<file path="src/rtl/snpu_pkg.sv">
// Shared definitions for the SNPU session master.
// Holds the deck-core op codes, the default deck size, the session FSM
// state encoding and the command byte packing helper.
// The optional response timeout is SNPU_SESSION_TIMEOUT_EN; it lives in
// snpu_cmd_port.
package snpu_pkg;

    localparam int DECK_SIZE_DEF = 17;
    localparam int ARG_W         = 5;

    // Command byte is {op[2:0], arg[4:0]}
    localparam logic [2:0] OP_RESET         = 3'b000;
    localparam logic [2:0] OP_SHUFFLE       = 3'b011;
    localparam logic [2:0] OP_HAND_DISPLAY  = 3'b100;
    localparam logic [2:0] OP_HAND_DISCARD  = 3'b101;
    localparam logic [2:0] OP_HAND_PLAY     = 3'b110;
    localparam logic [2:0] OP_BOARD_DISPLAY = 3'b111;

    // Session FSM states
    localparam logic [3:0] ST_IDLE  = 4'd0;
    localparam logic [3:0] ST_SHUF  = 4'd1;
    localparam logic [3:0] ST_PK0   = 4'd2;
    localparam logic [3:0] ST_PK1   = 4'd3;
    localparam logic [3:0] ST_PK2   = 4'd4;
    localparam logic [3:0] ST_DISP  = 4'd5;
    localparam logic [3:0] ST_CK0   = 4'd6;
    localparam logic [3:0] ST_CK1   = 4'd7;
    localparam logic [3:0] ST_DISC  = 4'd8;
    localparam logic [3:0] ST_PLAY  = 4'd9;
    localparam logic [3:0] ST_BOARD = 4'd10;
    localparam logic [3:0] ST_DONE  = 4'd11;

    function automatic logic [7:0] make_cmd(input logic [2:0] op,
                                            input logic [ARG_W-1:0] arg);
        return {op, arg};
    endfunction

endpackage

</file>
<file path="src/rtl/snpu_cmd_port.sv">
// Command port of the SNPU session master.
// Latches one command on issue, holds cmd/cmd_valid until the core accepts
// it, then waits for the single response strobe.
// Ports: clk, rst_n (async active-low); issue/op/arg from the FSM;
// cmd/cmd_valid/cmd_ready to the core; rsp/rsp_valid from the core;
// rsp_done/rsp_data/timeout back to the FSM.
// Macro SNPU_SESSION_TIMEOUT_EN: abort the wait after RSP_TIMEOUT cycles.
module snpu_cmd_port
    import snpu_pkg::*;
#(
    parameter int RSP_TIMEOUT = 255
) (
    input  logic             clk,
    input  logic             rst_n,
    input  logic             issue,
    input  logic [2:0]       op,
    input  logic [ARG_W-1:0] arg,
    output logic [7:0]       cmd,
    output logic             cmd_valid,
    input  logic             cmd_ready,
    input  logic [7:0]       rsp,
    input  logic             rsp_valid,
    output logic             rsp_done,
    output logic [7:0]       rsp_data,
    output logic             timeout
);

    logic waiting;

    // A strobe outside the response window belongs to no command and is ignored
    assign rsp_done = waiting & rsp_valid;
    assign rsp_data = rsp;

    always_ff @(posedge clk or negedge rst_n) begin
        if (!rst_n) begin
            cmd       <= '0;
            cmd_valid <= 1'b0;
            waiting   <= 1'b0;
        end else if (issue) begin
            cmd       <= make_cmd(op, arg);
            cmd_valid <= 1'b1;
        end else if (cmd_valid && cmd_ready) begin
            cmd_valid <= 1'b0;
            waiting   <= 1'b1;
        end else if (rsp_done || timeout) begin
            waiting   <= 1'b0;
        end
    end

`ifdef SNPU_SESSION_TIMEOUT_EN
    localparam int TW = $clog2(RSP_TIMEOUT + 1);

    logic [TW-1:0] tmo_cnt;

    always_ff @(posedge clk or negedge rst_n) begin
        if (!rst_n) begin
            tmo_cnt <= '0;
        end else if (!waiting || rsp_valid) begin
            tmo_cnt <= '0;
        end else begin
            tmo_cnt <= tmo_cnt + 1'b1;
        end
    end

    // Fires on the RSP_TIMEOUT-th cycle spent waiting without a response
    assign timeout = waiting && !rsp_valid && (tmo_cnt == TW'(RSP_TIMEOUT - 1));
`else
    // Never fires: the port waits for the response indefinitely
    assign timeout = 1'b0 && (RSP_TIMEOUT > 0);
`endif

endmodule

</file>
<file path="src/rtl/snpu_session_master.sv">
// SNPU session master: runs one legislative session per accepted start.
// Sequence: [shuffle if fewer than 3 cards] -> peek 3 -> president discard
// -> peek 2 -> chancellor discard -> play -> board readback.
// Ports: clk, rst_n (async active-low); start, p_idx, c_idx from the UI;
// cmd/cmd_valid/cmd_ready/rsp/rsp_valid to the deck core; busy, peek3,
// peek2, played, board_zero, board_one, win_zero, win_one, done, err.
// Macro SNPU_SESSION_TIMEOUT_EN (in snpu_cmd_port) enables the response
// timeout, which aborts the session with an err pulse.
module snpu_session_master
    import snpu_pkg::*;
#(
    parameter int DECK_SIZE   = DECK_SIZE_DEF,
    parameter int WIN_ZEROS   = 5,
    parameter int WIN_ONES    = 6,
    parameter int RSP_TIMEOUT = 255
) (
    input  logic       clk,
    input  logic       rst_n,
    input  logic       start,
    input  logic [1:0] p_idx,
    input  logic       c_idx,
    output logic       busy,
    output logic [7:0] cmd,
    output logic       cmd_valid,
    input  logic       cmd_ready,
    input  logic [7:0] rsp,
    input  logic       rsp_valid,
    output logic [2:0] peek3,
    output logic [1:0] peek2,
    output logic       played,
    output logic [3:0] board_zero,
    output logic [3:0] board_one,
    output logic       win_zero,
    output logic       win_one,
    output logic       done,
    output logic       err
);

    logic [3:0]       state;
    logic             issued;
    logic [4:0]       stk_cnt;
    logic [1:0]       p_sel;
    logic             c_sel;
    logic             issue;
    logic [2:0]       op;
    logic [ARG_W-1:0] arg;
    logic             rsp_done;
    logic [7:0]       rsp_data;
    logic             timeout;

    always_comb begin
        op  = OP_RESET;
        arg = '0;
        case (state)
            ST_SHUF:  op = OP_SHUFFLE;
            ST_PK0:   op = OP_HAND_DISPLAY;
            ST_PK1:   begin op = OP_HAND_DISPLAY; arg = 5'd1; end
            ST_PK2:   begin op = OP_HAND_DISPLAY; arg = 5'd2; end
            ST_DISP:  begin op = OP_HAND_DISCARD; arg = {3'b000, p_sel}; end
            ST_CK0:   op = OP_HAND_DISPLAY;
            ST_CK1:   begin op = OP_HAND_DISPLAY; arg = 5'd1; end
            ST_DISC:  begin op = OP_HAND_DISCARD; arg = {4'b0000, c_sel}; end
            ST_PLAY:  op = OP_HAND_PLAY;
            ST_BOARD: op = OP_BOARD_DISPLAY;
            default:  ;
        endcase
    end

    // Each command state issues exactly once; issued clears when it advances
    assign issue = (state != ST_IDLE) && (state != ST_DONE) && !issued;

    snpu_cmd_port #(
        .RSP_TIMEOUT (RSP_TIMEOUT)
    ) u_cmd_port (
        .clk       (clk),
        .rst_n     (rst_n),
        .issue     (issue),
        .op        (op),
        .arg       (arg),
        .cmd       (cmd),
        .cmd_valid (cmd_valid),
        .cmd_ready (cmd_ready),
        .rsp       (rsp),
        .rsp_valid (rsp_valid),
        .rsp_done  (rsp_done),
        .rsp_data  (rsp_data),
        .timeout   (timeout)
    );

    always_ff @(posedge clk or negedge rst_n) begin
        if (!rst_n) begin
            state      <= ST_IDLE;
            issued     <= 1'b0;
            stk_cnt    <= 5'(DECK_SIZE);
            p_sel      <= '0;
            c_sel      <= 1'b0;
            busy       <= 1'b0;
            peek3      <= '0;
            peek2      <= '0;
            played     <= 1'b0;
            board_zero <= '0;
            board_one  <= '0;
            win_zero   <= 1'b0;
            win_one    <= 1'b0;
            done       <= 1'b0;
            err        <= 1'b0;
        end else begin
            done <= 1'b0;
            err  <= 1'b0;
            if (issue) issued <= 1'b1;

            if (state == ST_IDLE) begin
                if (start) begin
                    // Index 3 is not a hand position; a won game takes no more sessions
                    if (p_idx == 2'd3 || win_zero || win_one) begin
                        err <= 1'b1;
                    end else begin
                        busy  <= 1'b1;
                        p_sel <= p_idx;
                        c_sel <= c_idx;
                        state <= (stk_cnt < 5'd3) ? ST_SHUF : ST_PK0;
                    end
                end
            end else if (state == ST_DONE) begin
                state <= ST_IDLE;
            end else if (timeout) begin
                err    <= 1'b1;
                busy   <= 1'b0;
                issued <= 1'b0;
                state  <= ST_IDLE;
            end else if (rsp_done) begin
                issued <= 1'b0;
                case (state)
                    ST_SHUF: begin
                        // Everything not on the board returns to the draw pile
                        stk_cnt <= 5'(DECK_SIZE) - (5'(board_zero) + 5'(board_one));
                        state   <= ST_PK0;
                    end
                    ST_PK0:  begin peek3[0] <= rsp_data[0]; state <= ST_PK1; end
                    ST_PK1:  begin peek3[1] <= rsp_data[0]; state <= ST_PK2; end
                    ST_PK2:  begin peek3[2] <= rsp_data[0]; state <= ST_DISP; end
                    ST_DISP: state <= ST_CK0;
                    ST_CK0:  begin peek2[0] <= rsp_data[0]; state <= ST_CK1; end
                    ST_CK1:  begin peek2[1] <= rsp_data[0]; state <= ST_DISC; end
                    ST_DISC: state <= ST_PLAY;
                    ST_PLAY: begin
                        stk_cnt <= stk_cnt - 5'd3;
                        // The enacted policy is the chancellor card that was kept
                        played  <= c_sel ? peek2[0] : peek2[1];
                        state   <= ST_BOARD;
                    end
                    ST_BOARD: begin
                        board_zero <= rsp_data[3:0];
                        board_one  <= rsp_data[7:4];
                        win_zero   <= rsp_data[3:0] >= 4'(WIN_ZEROS);
                        win_one    <= rsp_data[7:4] >= 4'(WIN_ONES);
                        done       <= 1'b1;
                        busy       <= 1'b0;
                        state      <= ST_DONE;
                    end
                    default: state <= ST_IDLE;
                endcase
            end
        end
    end

endmodule

</file>
<file path="config.mk">
export PLATFORM = sky130hd
export DESIGN_NAME = snpu_session_master
export DESIGN_NICKNAME = d
export VERILOG_FILES = /design/src/rtl/snpu_pkg.sv /design/src/rtl/snpu_cmd_port.sv /design/src/rtl/snpu_session_master.sv
export SDC_FILE = /design/constraint.sdc
export NUM_CORES = 1
export LEC_CHECK = 0
export CORE_ASPECT_RATIO = 1.1
export CORE_MARGIN = 2
export CORE_UTILIZATION = 35
export CTS_CLUSTER_DIAMETER = 200
export DETAILED_ROUTE_END_ITERATION = 8
export REMOVE_ABC_BUFFERS = 1
export SETUP_SLACK_MARGIN = 0.2
export SLEW_MARGIN = 25
export SYNTH_ARGS = -nofsm -noshare
export SYNTH_HDL_FRONTEND = slang
export SYNTH_SLANG_ARGS = --single-unit
</file>
<file path="constraint.sdc">
create_clock -name clk -period 3.1 [get_ports clk]
set_clock_uncertainty 0.15 [all_clocks]
set_input_delay 0.62 -clock clk [delete_from_list [all_inputs] [get_ports clk]]
set_output_delay 0.62 -clock clk [all_outputs]
set_load 0.005 [all_outputs]
</file>
==> flow_summary.yaml <==
logic_synthesis:
  seq_area_frac_synth_pct: 43.7
  synth_warnings: 0
  synth_top_family_by_area: "compound AO/OA/AOI/OAI gates"
  synth_area_leaders: "dfrtp_1 41%, nand2_1 5.0%, ha_1 4.5%"
  yosys_register_bits: 39
  yosysTopAreaCell: "dfrtp_1"
  synthCells: 230
  synth_xor_area_share_pct: 0.782
  async_flop_share_pct: 100
  avgSynthCellArea_um2: 9.74
  synth_edf_count: 0
  synth_top_area_share_pct: 41.3
  yosys.area_share.simple_pct: 18.1
  synthAdderAreaFrac_pct: 5.36
  synth_ff_type: "dfrtp_1"
  synth_cell_type_count: 61
  synth_compound_area_share_pct: 18.4
  synthMuxAreaShare_pct: 5.14
  syn_area_um2: 2240
route:
  drt_first_pass_iters: 4
  drc: 0
  drt-initial-drc-count: 94
  vias_per_cell: 5.00
  wl_mm: 4.88
  vias: 1726
  postRouteAntennaNets: 0
  wl_per_cell_um: 14.2
sta:
  slew_viol_final: 0
  fin_crit_sh_pct: 71.8
  worst_pin_slew_ns: 0.900
  rsz0062_at_grt: "no"
  worst_slack_ns: 0.874
  setup-tns-final_ns: 0
  setup_viol: 0
  finalHoldViolCount: 0
  maxSlewHeadroom_pct: 40.0
  fin_crit_ns: 2.23
  fmax_mhz: 449
global_route:
  grt_max_degree: 40
  grt_pass1_vias: 1675
  overflow: 0
  antenna_found_initial: 0
  grt_pass1_wl_mm: 8.21
  grt_usage_pct: 15.0
finish:
  mostFrequentLayoutCells: "39 x clkdlybuf4s50_1, 37 x dfrtp_1, 30 x nand2_1, 16 x inv_1, 16 x a21oi_1"
  fin_nets: 289
  drive_gt1_share_pct: 10.6
  antenna_cells: 0
  final_common_cell: "clkdlybuf4s50_1"
  final_util_pct: 44.1
  area_growth_pct: 21.9
floorplan:
  core-area_um2: 6190
  dieArea_um2: 7060
  rows: 30
  initial_core_util_pct: 36.2
  die_w_um: 80.3
  io_pins: 44
  die_height_um: 87.9
job:
  cap_violations: 0
placed_design:
  pre_cts_ws_ns: 0.555
  placement.io_buffers: 40
  gp_congestion: 0.769
  hpwl_mm: 3.45
clock_network:
  worstSkewPairLatency_ns: 0.29
  numClockSinks: 39
  cts_root_buffer: "clkbuf_8"
  path_clk_slew_ns: 0.08
  cts_made_buffers: 5
  htree_levels: 2
  post-cts-setup-buffers: 0
  ctsResizeCount: 0
  clockBufferDepth: 2
  cts_tree: "done"
  ctsHoldBuffers: 0
setup_path:
  crit_type: "in -> reg"
  end_kind: "register"
  crit_path_start_kind: "input pin"
  crit_fanout: 16
  crit_chain: "clkdlybuf4s50_1 > nand2_2 > or3_1 > clkinv_2 > nor2_1 > a31oi_1"
  slowest_stage: "or3_1"
  arrival_ns: 2.29
  required_ns: 3.16
  cpPeakStageDelay_ns: 0.55
power_and_ir_drop:
  power_leakage_nw: 1.19
  total_power_mw: 1.88
  ir_drop_mv: 0.265
  powerDensity_nw_per_um2: 689
worst_hold_path:
  hold_path.class: "in -> async"
outcome:
  status: "completed"
[worst max-delay path: cells and delay by family]
family	cells	cell delay, ns
simple gates	3	0.82
compound gates	1	0.12
buf+inv	2	0.72
[stage by stage]
| step | hold slack, ns | instance area, µm² | instances |
|---|---|---|---|
| CTS | 0.336 | 2730 | 345 |
| global route | 0.365 | 2730 | 345 |
| global placement | 0.323 | 2650 | 337 |
| floorplan | 0.174 | 2130 | 214 |
| detailed placement | 0.327 | 2650 | 337 |
| finish | 0.305 | 2730 | 345 |
[final cells by class]
cell class	instances	area, µm²
timing repair buffer	43	418
multi-input combinational	157	1080
clock buffer	6	72.6
tap	80	100
clock inverter	2	12.5
fill	609	3460
inverter	18	68.8
sequential	39	978
[cell families after synthesis]
kind of cell / count (synthesis)
muxes: 10
AOI/OAI and AO/OA: 60
DFF: 39
buffers and inverters: 36
and+or+nand+nor: 73
other: 1
adders and majority gates: 9
xor gates and xnor gates: 2
[synth_stat cells (2+ instances only)]
cell,n
mux2_1,8
buf_6,4
dfstp_2,2
dfrtp_1,37
nor2_1,10
a2111oi_0,2
buf_2,2
a31oi_1,5
or2_0,2
a32o_1,2
xnor2_1,2
nor3b_1,2
nand3_1,2
a22oi_1,2
o22ai_1,3
o21ai_1,9
o21ai_0,4
nand2b_1,6
inv_1,16
nand2_1,30
a21o_1,2
or3_1,4
nor3_1,3
or3_4,2
a21oi_1,16
nand2_2,2
buf_4,5
ha_1,8
clkbuf_1,6
[state kept, by name, summed over array words and instances, names as in the netlist]
signal	flops
played	1
busy	1
u_cmd_port.cmd	5
issued	1
c_sel	1
win_one	1
win_zero	1
peek3	3
stk_cnt	5
p_sel	2
u_cmd_port.waiting	1
done	1
board_one	4
peek2	2
state	4
board_zero	4
err	1
u_cmd_port.cmd_valid	1
[where the power goes]
group / switching [mW] / internal, mW
Sequential: 0.220 / 0.645
Clock: 0.181 / 0.157
Combinational: 0.304 / 0.373
Total: 0.706 / 1.17
[metal layers]
layer | share of wire, % | track usage [%]
met5 | 0 | 0
met4 | 0.59 | 4.16
met3 | 6.0 | 4.85
met2 | 45 | 21.7
met1 | 49 | 21.6
[final timing paths]
check	start	end	slack, ns	cells after the start
setup / recovery	rsp_valid	win_zero	0.87	6
hold reg to reg	u_cmd_port.cmd[0]	u_cmd_port.cmd[0]	0.35	1
max in group asynchronous	rst_n	state[0]	1.93	1
min in group clk	u_cmd_port.cmd[0]	u_cmd_port.cmd[0]	0.35	1
hold / removal	rst_n	u_cmd_port.cmd[0]	0.30	1
setup reg to reg	state[0]	stk_cnt[0]	0.89	4
Power figures use the tool's default switching activity.
==> variant 1 (same flow settings) <==
The option `SNPU_SESSION_TIMEOUT_EN` is turned on by a define.
--- a/src/rtl/snpu_cmd_port.sv
+++ b/src/rtl/snpu_cmd_port.sv
@@ -7,2 +7,4 @@
 // Macro SNPU_SESSION_TIMEOUT_EN: abort the wait after RSP_TIMEOUT cycles.
+`define SNPU_SESSION_TIMEOUT_EN
+
 module snpu_cmd_port
Function: no difference found for any inputs over 10 cycles, from zero or initial values and one cycle with rst_n low; that may be too few to reach the edited logic, so the function may still have changed.
==> variant 1 against the original RTL <==
Routed wire length increased by 11%. Setup slack got worse by 0.018 ns. Sequential cell count increased by 8. Final cell count increased by 7.2%. Cell area increased by 13%. Clock power increased by 37%. Area after synthesis increased by 13%. Via count increased by 11%. Total power increased by 2.8%.
==> variant 1: results (changes against the original RTL) <==
num-fill-cells: 686  # was 609
critPathMaxFanout: 7  # was 16
power_leakage_uw: 0.00135  # was 0.00119 µW
grt_pass1_vias: 1869  # was 1,675
synthDistinctLibCells: 59  # was 61
place_area_mm2: 0.00296  # was 0.00265 mm²
cts_resized: 0  # unchanged
diodes: 0  # unchanged
synth_mux_area_share_pct: 6.84  # was 5.14%
fin_nets: 311  # was 289
placed_cells: 362  # was 337
detail_route.first_pass.iterations: 5  # was 4
final_cells: 370  # was 345
preCtsSetupSlack_ns: 0.550  # was 0.555 ns
hold_path_class: "primary input to asynchronous set/reset pin"  # unchanged
async_reset_ff_share_pct: 100  # unchanged
synth_compound_area_share_pct: 14.3  # was 18.4%
clk_path_buf_depth: 2  # unchanged
slew_violations: 0  # unchanged
antenna_found_initial: 0  # unchanged
synth_xor_area_share_pct: 2.76  # was 0.782%
drtIter0Drc: 134  # was 94
drt_wl_total_um: 5440  # was 4880 µm
synth_warnings: 0  # unchanged
synth.avg_cell_area_um2: 10.3  # was 9.74 µm²
cts_setup_buffers: 0  # unchanged
reg.largest.list: "u_cmd_port.tmo_cnt: 8 flops, stk_cnt: 5 flops, u_cmd_port.cmd: 5 flops"  # was stk_cnt: 5 flops, u_cmd_port.cmd: 5 flops
io_buffers: 40  # unchanged
worst_slew_pin_slew_ns: 0.615  # was 0.900 ns
dpl.hpwl_um: 3980  # was 3450 µm
synth_common_cells: "dfrtp_1, inv_1, nand2_1, nor2_1, o21ai_0"  # was dfrtp_1, nand2_1, a21oi_1, inv_1, nor2_1
grt_pass1_wl_um: 9270  # was 8210 µm
ctsHtreeMaxLevel: 2  # unchanged
drive_above_1_share_pct: 11.6  # was 10.6%
synthTopCellsByArea: "dfrtp_1, ha_1, o21ai_0, mux2_2, mux2_4"  # was dfrtp_1, nand2_1, ha_1, mux2_1, a21oi_1
path_clk_slew_ns: 0.09
clock_latency_ns: 0.29  # about the same
grt_usage_pct: 14.6  # was 15.0%
ys_seq_area_share_pct: 46.4  # was 43.7%
grt_max_degree: 48  # was 40
ir_drop_uv: 303  # was 265 µV
cts_root_buf: "clkbuf_8"  # unchanged
arrival_ns: 2.28
viasPerCell: 5.16  # was 5.00
gp_congestion: 0.821  # was 0.769
status: "complete, no violations"  # unchanged
cts_buffers: 5  # unchanged
ff2ff_path_depth: 4  # unchanged
synth_fa_ha_area_share_pct: 5.71  # was 5.36%
[variant 1: cell types whose count changed in the layout (fill, tap and decap cells not counted), moves of 3 or more]
cell / unedited run / this run
dfrtp_1: 37 / 45
a21oi_1: 16 / 11
o21ai_1: 9 / 2
nor3_1: 3 / 6
mux2_2: 0 / 7
xor2_1: 0 / 5
nor2_1: 10 / 18
o21ai_0: 4 / 17
mux2_4: 1 / 5
nand3_1: 2 / 8
nand2_1: 30 / 18
mux2_1: 8 / 0
[variant 1: where the power goes]
group,internal (µW),switching [µW],total [µW]
clock network,261,205,466
registers,743,170,914
logic,311,243,554
total,1320,618,1930
[variant 1: path summary, 6_finish.rpt]
path	to	slack, ns	from
hold / removal	u_cmd_port.tmo_cnt[4]	0.25	rst_n
setup reg to reg	peek3[2]	0.88	state[2]
hold reg to reg	u_cmd_port.cmd[0]	0.35	u_cmd_port.cmd[0]
setup / recovery	board_one[0]	0.86	rsp_valid
max in group asynchronous	u_cmd_port.tmo_cnt[0]	2.12	rst_n
min in group clk	u_cmd_port.cmd[0]	0.35	u_cmd_port.cmd[0]
[variant 1: worst max-delay path, stage by stage]
cell and delay [ns]:
clkdlybuf4s50_1 0.57, nand2_2 0.13, or3_1 0.59, mux2_4 0.36
[variant 1: metal layers]
metal | track usage (%) | part of all wire [%] | up-vias
li1 | - | - | 943
met1 | 20.0 | 48 | 928
met2 | 23.2 | 49 | 36
met3 | 3.18 | 2.6 | 4
met4 | 3.97 | 0.94 | 0
met5 | 0 | 0 | -
[variant 1: cell type report]
type / count / area (µm²) / area share, %
multi-input cells: 170 / 1200 / 38.9
flip-flops and latches: 47 / 1180 / 38.3
repair buffers: 41 / 403 / 13.1
well taps: 85 / 106 / 3.46
clock buffers: 6 / 82.6 / 2.68
inverters: 19 / 76.3 / 2.48
clock inverters: 2 / 35.0 / 1.14
==> variant 2 (same settings) <==
Without the edit above. Register the output `err` once more, without a reset; this adds one clock of latency there. The other outputs are not delayed to match.
--- a/src/rtl/snpu_session_master.sv
+++ b/src/rtl/snpu_session_master.sv
@@ -37,2 +37,4 @@
 );
+
+    logic err_s0;
 
@@ -105,6 +107,6 @@
             done       <= 1'b0;
-            err        <= 1'b0;
+            err_s0     <= 1'b0;
         end else begin
             done <= 1'b0;
-            err  <= 1'b0;
+            err_s0 <= 1'b0;
             if (issue) issued <= 1'b1;
@@ -115,3 +117,3 @@
                     if (p_idx == 2'd3 || win_zero || win_one) begin
-                        err <= 1'b1;
+                        err_s0 <= 1'b1;
                     end else begin
@@ -126,3 +128,3 @@
             end else if (timeout) begin
-                err    <= 1'b1;
+                err_s0 <= 1'b1;
                 busy   <= 1'b0;
@@ -166,2 +168,6 @@
 
+    always_ff @(posedge clk) begin
+        err <= err_s0;
+    end
+
 endmodule
Check against the original RTL: not equivalent (Yosys sat finds a counterexample within 4 cycles, from zero or initial values and one cycle with rst_n low).
==> variant 2 against the original RTL <==
Combinational power grew 95%. Routed wire length is 6.6% lower. Total power grew 38%. Largest cell class unchanged. Area after synthesis shrank 2.2%. Cell area up 0.18%. Synthesized cell count shrank 6.5%. First-iteration DRC count grew 24%. Setup slack worse by 0.13 ns. Sequential cell count is 1 higher. Core utilization up 0.62 points. Critical path depth is 2 lower.
==> variant 2: results (changes against the original RTL) <==
status: "complete, no violations"  # unchanged
cts_buffers: 5  # unchanged
met1_length_um: 2250  # was 2390 µm
synth_common_cells: "dfrtp_1, nand2_1, a21oi_1, inv_1, mux2_1"  # was dfrtp_1, nand2_1, a21oi_1, inv_1, nor2_1
relSlewSlack_pct: 41.0  # was 40.0%
reg.largest.list: "stk_cnt: 5 flops, u_cmd_port.cmd: 5 flops"  # unchanged
drtIter0Drc: 117  # was 94
max_stage_delay_ns: 0.68  # was 0.55 ns
reg2reg_from: "state[2]"  # was state[0]
critPathTopFamily: "simple AND/OR/NAND/NOR gates"  # unchanged
io_buffers: 40  # unchanged
wl_met3_um: 177  # was 291 µm
fin_nets: 279  # was 289
wl_per_cell_um: 13.6  # was 14.2 µm
cts_root_buf: "clkbuf_8"  # unchanged
use_met1_pct: 18.9  # was 21.6%
ctsHtreeMaxLevel: 2  # unchanged
critPathSlowestCell: "or3_1"  # unchanged
grt_max_degree: 40  # unchanged
dpl.hpwl_um: 3230  # was 3450 µm
power_leakage_uw: 0.00120  # was 0.00119 µW
ys_seq_area_share_pct: 45.5  # was 43.7%
gp_congestion: 0.752  # was 0.769
topRoutingLayerUsed: "met4"  # unchanged
viasPerCell: 5.01  # was 5.00
drive_above_1_share_pct: 9.80  # was 10.6%
grt_usage_pct: 13.6  # was 15.0%
clk_path_buf_depth: 2  # unchanged
path_clk_slew_ns: 0.07
cts_resized: 0  # unchanged
ir_drop_uv: 403  # was 265 µV
met3_usage_pct: 3.11  # was 4.85%
synthDistinctLibCells: 53  # was 61
async_reset_ff_share_pct: 97.5  # was 100%
hold_path_class: "flop to flop"  # was primary input to asynchronous set/reset pin
slew_violations: 0  # unchanged
synth_warnings: 0  # unchanged
wl_met2_um: 2090  # was 2180 µm
startpoint: "rsp_valid"  # unchanged
antenna_found_initial: 0  # unchanged
clock_latency_ns: 0.29  # about the same
arrival_ns: 2.38  # was 2.29 ns
critPathMaxFanout: 13  # was 16
grt_pass1_wl_um: 7400  # was 8210 µm
cts_setup_buffers: 0  # unchanged
grt_pass1_vias: 1550  # was 1,675
synthTopCellsByArea: "dfrtp_1, mux2_1, ha_1, mux2_4, a21oi_1"  # was dfrtp_1, nand2_1, ha_1, mux2_1, a21oi_1
diodes: 0  # unchanged
detail_route.first_pass.iterations: 4  # unchanged
hp-start: "err_s0"
grtUsageMet2_pct: 20.7  # was 21.7%
variant 2: cell count changes in the layout (fill, tap and decap cells not counted), moves of 3 or more:
cell     unedited run  this run
mux2_1              8        14
mux2_4              1         5
a21o_1              2         5
buf_4               3         6
nand2_1            30        16
a31oi_1             5         2
variant 2: report_power, final:
| group | internal [µW] | switching (µW) | total [µW] |
|---|---|---|---|
| combinational | 720 | 600 | 1320 |
| clock | 158 | 173 | 331 |
| sequential | 740 | 211 | 951 |
variant 2: cell families (layout without fill, tap and decap cells):
group | Yosys count | count (layout) | synth area share [%]
AOI/OAI and AO/OA | 55 | 55 | 16.4
xor gates and xnor gates | 2 | 2 | 0.799
adders and majority gates | 9 | 9 | 5.48
buffers and inverters | 32 | 70 | 6.62
DFF | 40 | 40 | 45.5
muxes | 21 | 21 | 11.6
other | 1 | 3 | 0.171
and+or+nand+nor | 55 | 55 | 13.4
variant 2: layout make-up:
type                    count  area, µm²
flip-flops and latches     40        998
repair buffers             46        440
multi-input cells         145       1060
clock inverters             1       5.00
clock buffers               7       76.3
fillers                   617       3380
inverters                  16       60.1
well taps                  80        100
variant 2: final timing paths:
path / depth (start not counted) / slack, ns / endpoint
hold / removal: 0 / 0.19 / err
hold reg to reg: 0 / 0.19 / err
setup reg to reg: 5 / 0.99 / state[0]
max in group asynchronous: 1 / 1.95 / state[2]
setup / recovery: 4 / 0.75 / board_zero[3]
min in group asynchronous: 1 / 0.31 / peek3[1]
variant 2: through the flow:
stage          util (%)  cell area (µm²)  setup WS, ns  std cells  hold slack, ns
2_1_floorplan         -             2110         0.892        201           0.174
3_3_place_gp       43.4             2660         0.445        327           0.181
3_5_place_dp       43.4             2660         0.415        327           0.178
4_1_cts            44.7             2740         0.734        335           0.197
5_1_grt            44.7             2740         0.662        335           0.200
6_report           44.7             2740         0.747        335           0.194
